File: config.mk
export PLATFORM = sky130hd
export DESIGN_NAME = fifo9_byte_packer
export DESIGN_NICKNAME = d
export VERILOG_FILES = /design/src/rtl/fifo9_byte_packer.sv
export SDC_FILE = /design/constraint.sdc
export NUM_CORES = 1
export LEC_CHECK = 0
export BUFFER_PORTS_ARGS = -buffer_cell sky130_fd_sc_hd__buf_4
export CAP_MARGIN = 5
export CORE_MARGIN = 3
export CORE_UTILIZATION = 40
export DETAILED_ROUTE_END_ITERATION = 6
export GPL_TIMING_DRIVEN = 0
export PLACE_DENSITY = 0.69
export SYNTH_ARGS = -nofsm -noshare
export SYNTH_HDL_FRONTEND = slang
export SYNTH_SLANG_ARGS = --single-unit
File: constraint.sdc
create_clock -name Clk -period 7 [get_ports Clk]
set_clock_uncertainty 0.2 [all_clocks]
set_input_delay 1.4 -clock Clk [delete_from_list [all_inputs] [get_ports Clk]]
set_output_delay 1.4 -clock Clk [all_outputs]
set_load 0.03 [all_outputs]
File: src/rtl/fifo9_byte_packer.sv
// fifo9_byte_packer
// Read-side consumer of the 512x9 async FIFO. Pops 9-bit entries (byte plus
// end-of-packet marker), packs the bytes little-endian into 32-bit words and
// presents them with keep/last flags on a valid/ready stream.
// Optional feature macro: FIFO9_PACKER_TIMEOUT_EN. When defined, a partial
// word that sits idle for TimeoutCycles cycles is flushed with OutLast=0.
module fifo9_byte_packer #(
   parameter int TimeoutCycles = 64,
   parameter int CountWidth    = 16
) (
   input  logic                  Clk,
   input  logic                  Reset,
   input  logic [8:0]            FifoDout,
   input  logic                  FifoEmpty,
   input  logic                  FifoValid,
   output logic                  FifoRdEn,
   output logic [31:0]           OutData,
   output logic [3:0]            OutKeep,
   output logic                  OutLast,
   output logic                  OutValid,
   input  logic                  OutReady,
   output logic [CountWidth-1:0] PacketCount,
   output logic [CountWidth-1:0] ErrCount
);

   // The idle counter is 16 bits wide, so the timeout must fit in it.
   if (TimeoutCycles < 2 || TimeoutCycles > 65535) begin : gBadTimeout
      $error("TimeoutCycles out of range 2..65535");
   end

   logic                  pending_q;
   logic [1:0]            byteIdx_q;
   logic [31:0]           acc_q;
   logic [31:0]           outData_q;
   logic [3:0]            outKeep_q;
   logic                  outLast_q;
   logic                  outValid_q;
   logic [CountWidth-1:0] pktCnt_q;
   logic [CountWidth-1:0] errCnt_q;

   logic        outFree;
   logic        byteRet;
   logic        stray;
   logic        complete;
   logic        flush;
   logic [31:0] wordD;
   logic [3:0]  keepD;
   logic [3:0]  flushKeep;

   assign outFree  = !outValid_q || OutReady;
   assign byteRet  = FifoValid && pending_q;
   assign stray    = FifoValid && !pending_q;
   assign complete = byteRet && ((byteIdx_q == 2'd3) || FifoDout[8]);

`ifdef FIFO9_PACKER_TIMEOUT_EN
   localparam logic [15:0] TimeoutLim = 16'(TimeoutCycles);

   logic [15:0] idle_q;

   assign flush = (byteIdx_q != 2'd0) && !pending_q && (idle_q >= TimeoutLim) && outFree;

   // Count idle cycles while a partial word waits with no read in flight;
   // a flush that cannot happen yet keeps the counter parked at the limit.
   always_ff @(posedge Clk or posedge Reset) begin
      if (Reset) begin
         idle_q <= '0;
      end else if (byteRet || (byteIdx_q == 2'd0) || flush) begin
         idle_q <= '0;
      end else if (!pending_q && (idle_q < TimeoutLim)) begin
         idle_q <= idle_q + 16'd1;
      end
   end
`else
   assign flush = 1'b0;
`endif

   // A read is blocked on a flush cycle so its byte cannot complete a word
   // against the freshly loaded (and possibly stalled) output register.
   assign FifoRdEn = !Reset && !FifoEmpty && !pending_q && outFree && !flush;

   // Build the completed word by dropping the returning byte into its lane;
   // lanes above it are still zero because the accumulator clears per word.
   always_comb begin
      wordD = acc_q;
      wordD[{byteIdx_q, 3'b000} +: 8] = FifoDout[7:0];
      unique case (byteIdx_q)
         2'd0: begin keepD = 4'b0001; flushKeep = 4'b0000; end
         2'd1: begin keepD = 4'b0011; flushKeep = 4'b0001; end
         2'd2: begin keepD = 4'b0111; flushKeep = 4'b0011; end
         default: begin keepD = 4'b1111; flushKeep = 4'b0111; end
      endcase
   end

   // Read tracking, byte accumulation, output register and counters.
   always_ff @(posedge Clk or posedge Reset) begin
      if (Reset) begin
         pending_q  <= 1'b0;
         byteIdx_q  <= 2'd0;
         acc_q      <= '0;
         outData_q  <= '0;
         outKeep_q  <= '0;
         outLast_q  <= 1'b0;
         outValid_q <= 1'b0;
         pktCnt_q   <= '0;
         errCnt_q   <= '0;
      end else begin
         if (FifoRdEn) begin
            pending_q <= 1'b1;
         end else if (byteRet) begin
            pending_q <= 1'b0;
         end

         if (complete) begin
            outData_q <= wordD;
            outKeep_q <= keepD;
            outLast_q <= FifoDout[8];
            byteIdx_q <= 2'd0;
            acc_q     <= '0;
         end else if (byteRet) begin
            acc_q[{byteIdx_q, 3'b000} +: 8] <= FifoDout[7:0];
            byteIdx_q <= byteIdx_q + 2'd1;
         end else if (flush) begin
            outData_q <= acc_q;
            outKeep_q <= flushKeep;
            outLast_q <= 1'b0;
            byteIdx_q <= 2'd0;
            acc_q     <= '0;
         end

         if (complete || flush) begin
            outValid_q <= 1'b1;
         end else if (OutReady) begin
            outValid_q <= 1'b0;
         end

         if (outValid_q && OutReady && outLast_q) begin
            pktCnt_q <= pktCnt_q + 1'b1;
         end

         if (stray && (errCnt_q != {CountWidth{1'b1}})) begin
            errCnt_q <= errCnt_q + 1'b1;
         end
      end
   end

   // Reads are only issued into a free or draining register, so a completing
   // byte must never find the register holding a stalled word.
   assert property (@(posedge Clk) disable iff (Reset) complete |-> outFree)
      else $error("completing byte met a held output register");

   assign OutData     = outData_q;
   assign OutKeep     = outKeep_q;
   assign OutLast     = outLast_q;
   assign OutValid    = outValid_q;
   assign PacketCount = pktCnt_q;
   assign ErrCount    = errCnt_q;

endmodule
==> results.cfg <==
[status]
status = complete, no violations

[cells_and_area]
drive_gt1_frac = 0.219
area_growth_pct = 22.9
final_cells = 656
fillers = 985
diodes = 0
layout_commonest_cell = dfrtp_1
postLayoutCoreUtil = 0.512
final_nets = 534
layout_common_cells = dfrtp_1, nor2_1, buf_4

[timing]
finalCriticalPeriod_ps = 3830
timing.fmax_mhz = 261
fin_tns_setup_ps = 0
slew_headroom = 0.497
tightest_slew_ps = 755
finalMaxSlewViolations = 0
hold_violations = 0
rsz0062_at_grt = no
setup_viol = 0
post-route-period-util = 0.547

[cts]
cts_hold_buf = 0
path_clk_slew_ps = 70
cts_resized = 0
numCtsBuffers = 9
postCtsSetupBuffers = 0
htreeDepth = 3
clock_path_buffers = 2
clock_latency_ps = 350
cts_sinks = 105
clockRootBuffer = clkbuf_16
cts_tree = yes

[floorplan]
fp.dieArea_um2 = 12700
die_w_um = 113
die-height_um = 113
rows = 38
core_region_area_um2 = 11000
ios = 85
start_util = 0.416

[yosys]
synthDistinctLibCells = 46
synth_area_leaders = dfrtp_1, nor2_1, a221oi_1, a22o_1, xor2_1
synthCells = 423
synth_warnings = 0
syn_avg_cell_area_um2 = 10.8
synth_nets = 446
yosysTopAreaCell = dfrtp_1
ys_seq_area_frac = 0.575
yosysTopAreaCellShare = 0.575
synth_seq_cells = 105
synth_area_um2 = 4570

[placement]
dp.cells = 640
routabilityCongestion = 0.814
numPortBuffers = 76
post-dp-hpwl_um = 7630

[hold_path]
worst_hold_path.num_cells = 1
hp-class = reg -> reg

[power_and_ir_drop]
power.leakage_nw = 2.71
p_per_area_nw_per_um2 = 363
peakVddDrop_mv = 0.217
fin_total_pwr_mw = 2.04

[critical_path]
r2r_slack_ps = 4470
cp-end-kind = output pin
start_kind = primary input
r2r_cells = 6
cp.arrival_ps = 2230
critPathMaxFanout = 2
crit_type = in -> out
worstPathRequired_ps = 5400

[flow_run]
drv_cap = 0

[grt]
grt_pass1_wl_um = 18000
antenna_found_initial = 0
grt_pass1_vias = 3499
grt-ovfl-total = 0
grt_max_degree = 61
grt_use_total = 0.174

[routing]
drcViolationCount = 0
wl_um = 10900
ant_nets = 0
wl_per_cell_um = 16.6
viasPerCell = 5.45
drtIter0Drc = 316
num_vias = 3575
firstDrtPassIters = 4
[flip-flops by register name, indices dropped and copies added (netlist names)]
register,cells
ErrCount,16
OutData,32
OutKeep,4
OutLast,1
OutValid,1
PacketCount,16
acc_q,32
byteIdx_q,2
pending_q,1
[routing by layer]
metal	wire length, um	track usage
met3	711	0.0535
met2	5160	0.270
met5	0	0
met4	107	0.0457
met1	4890	0.239
[power breakdown]
part	total (mW)	internal, mW	switching, mW
Sequential	0.840	0.737	0.104
Clock	0.465	0.241	0.225
Combinational	0.737	0.264	0.473
[layout make-up]
cell class	instances	area, um^2	share of cell area
sequential	105	2630	0.467
multi-input combinational	286	1810	0.321
timing repair buffer	77	598	0.106
clock buffer	9	225	0.0401
tap	140	175	0.0312
buffer	21	97.6	0.0174
clock inverter	7	47.5	0.00846
inverter	11	43.8	0.00779
[worst max-delay path, cell delays in order]
cell    delay (ps)
buf_4          110
nor4_1         470
buf_4          260
[cells by family after synthesis]
| logic type | synth area share |
|---|---|
| flip-flops | 0.575 |
| buffers and inverters | 0.0304 |
| AND/OR/NAND/NOR | 0.167 |
| XOR/XNOR | 0.0479 |
| AO/OA/AOI/OAI | 0.146 |
| multiplexers | 0.00958 |
| adder cells (fa/ha/maj) | 0.0246 |
[worst paths after layout]
kind,startpoint,endpoint
max,FifoEmpty,FifoRdEn
min,OutKeep[0],OutKeep[0]
max reg2reg,byteIdx_q[0],acc_q[10]
min reg2reg,OutKeep[0],OutKeep[0]
max in group asynchronous,Reset,acc_q[30]
min in group asynchronous,Reset,ErrCount[6]
[stage by stage]
stage	instance area [um^2]	setup slack (ps)	hold slack [ps]
after floorplan	4570	2640	262
after global placement	5320	1470	254
after detailed placement	5350	3190	254
after CTS	5620	3190	278
after global routing	5620	3110	296
final	5620	3170	274
[synth_stat cells (all sizes together)]
cell / count
nand2: 26
and3: 5
or2: 2
a31oi: 2
nand3: 13
xor2: 15
o22ai: 1
clkinv: 1
nor4: 6
nor2: 85
nor3: 7
a21o: 1
clkbuf: 12
nor4b: 1
ha: 9
nand3b: 1
nand4bb: 1
mux2: 3
buf: 9
and2: 1
dfrtp: 105
a221oi: 32
and4b: 1
and4: 3
a22o: 25
mux2i: 1
nand4: 4
a211oi: 2
nand2b: 1
xnor2: 10
o21ai: 8
nor2b: 5
inv: 10
a21oi: 14
a21boi: 1
No activity file was read; power rests on OpenSTA's default activity.
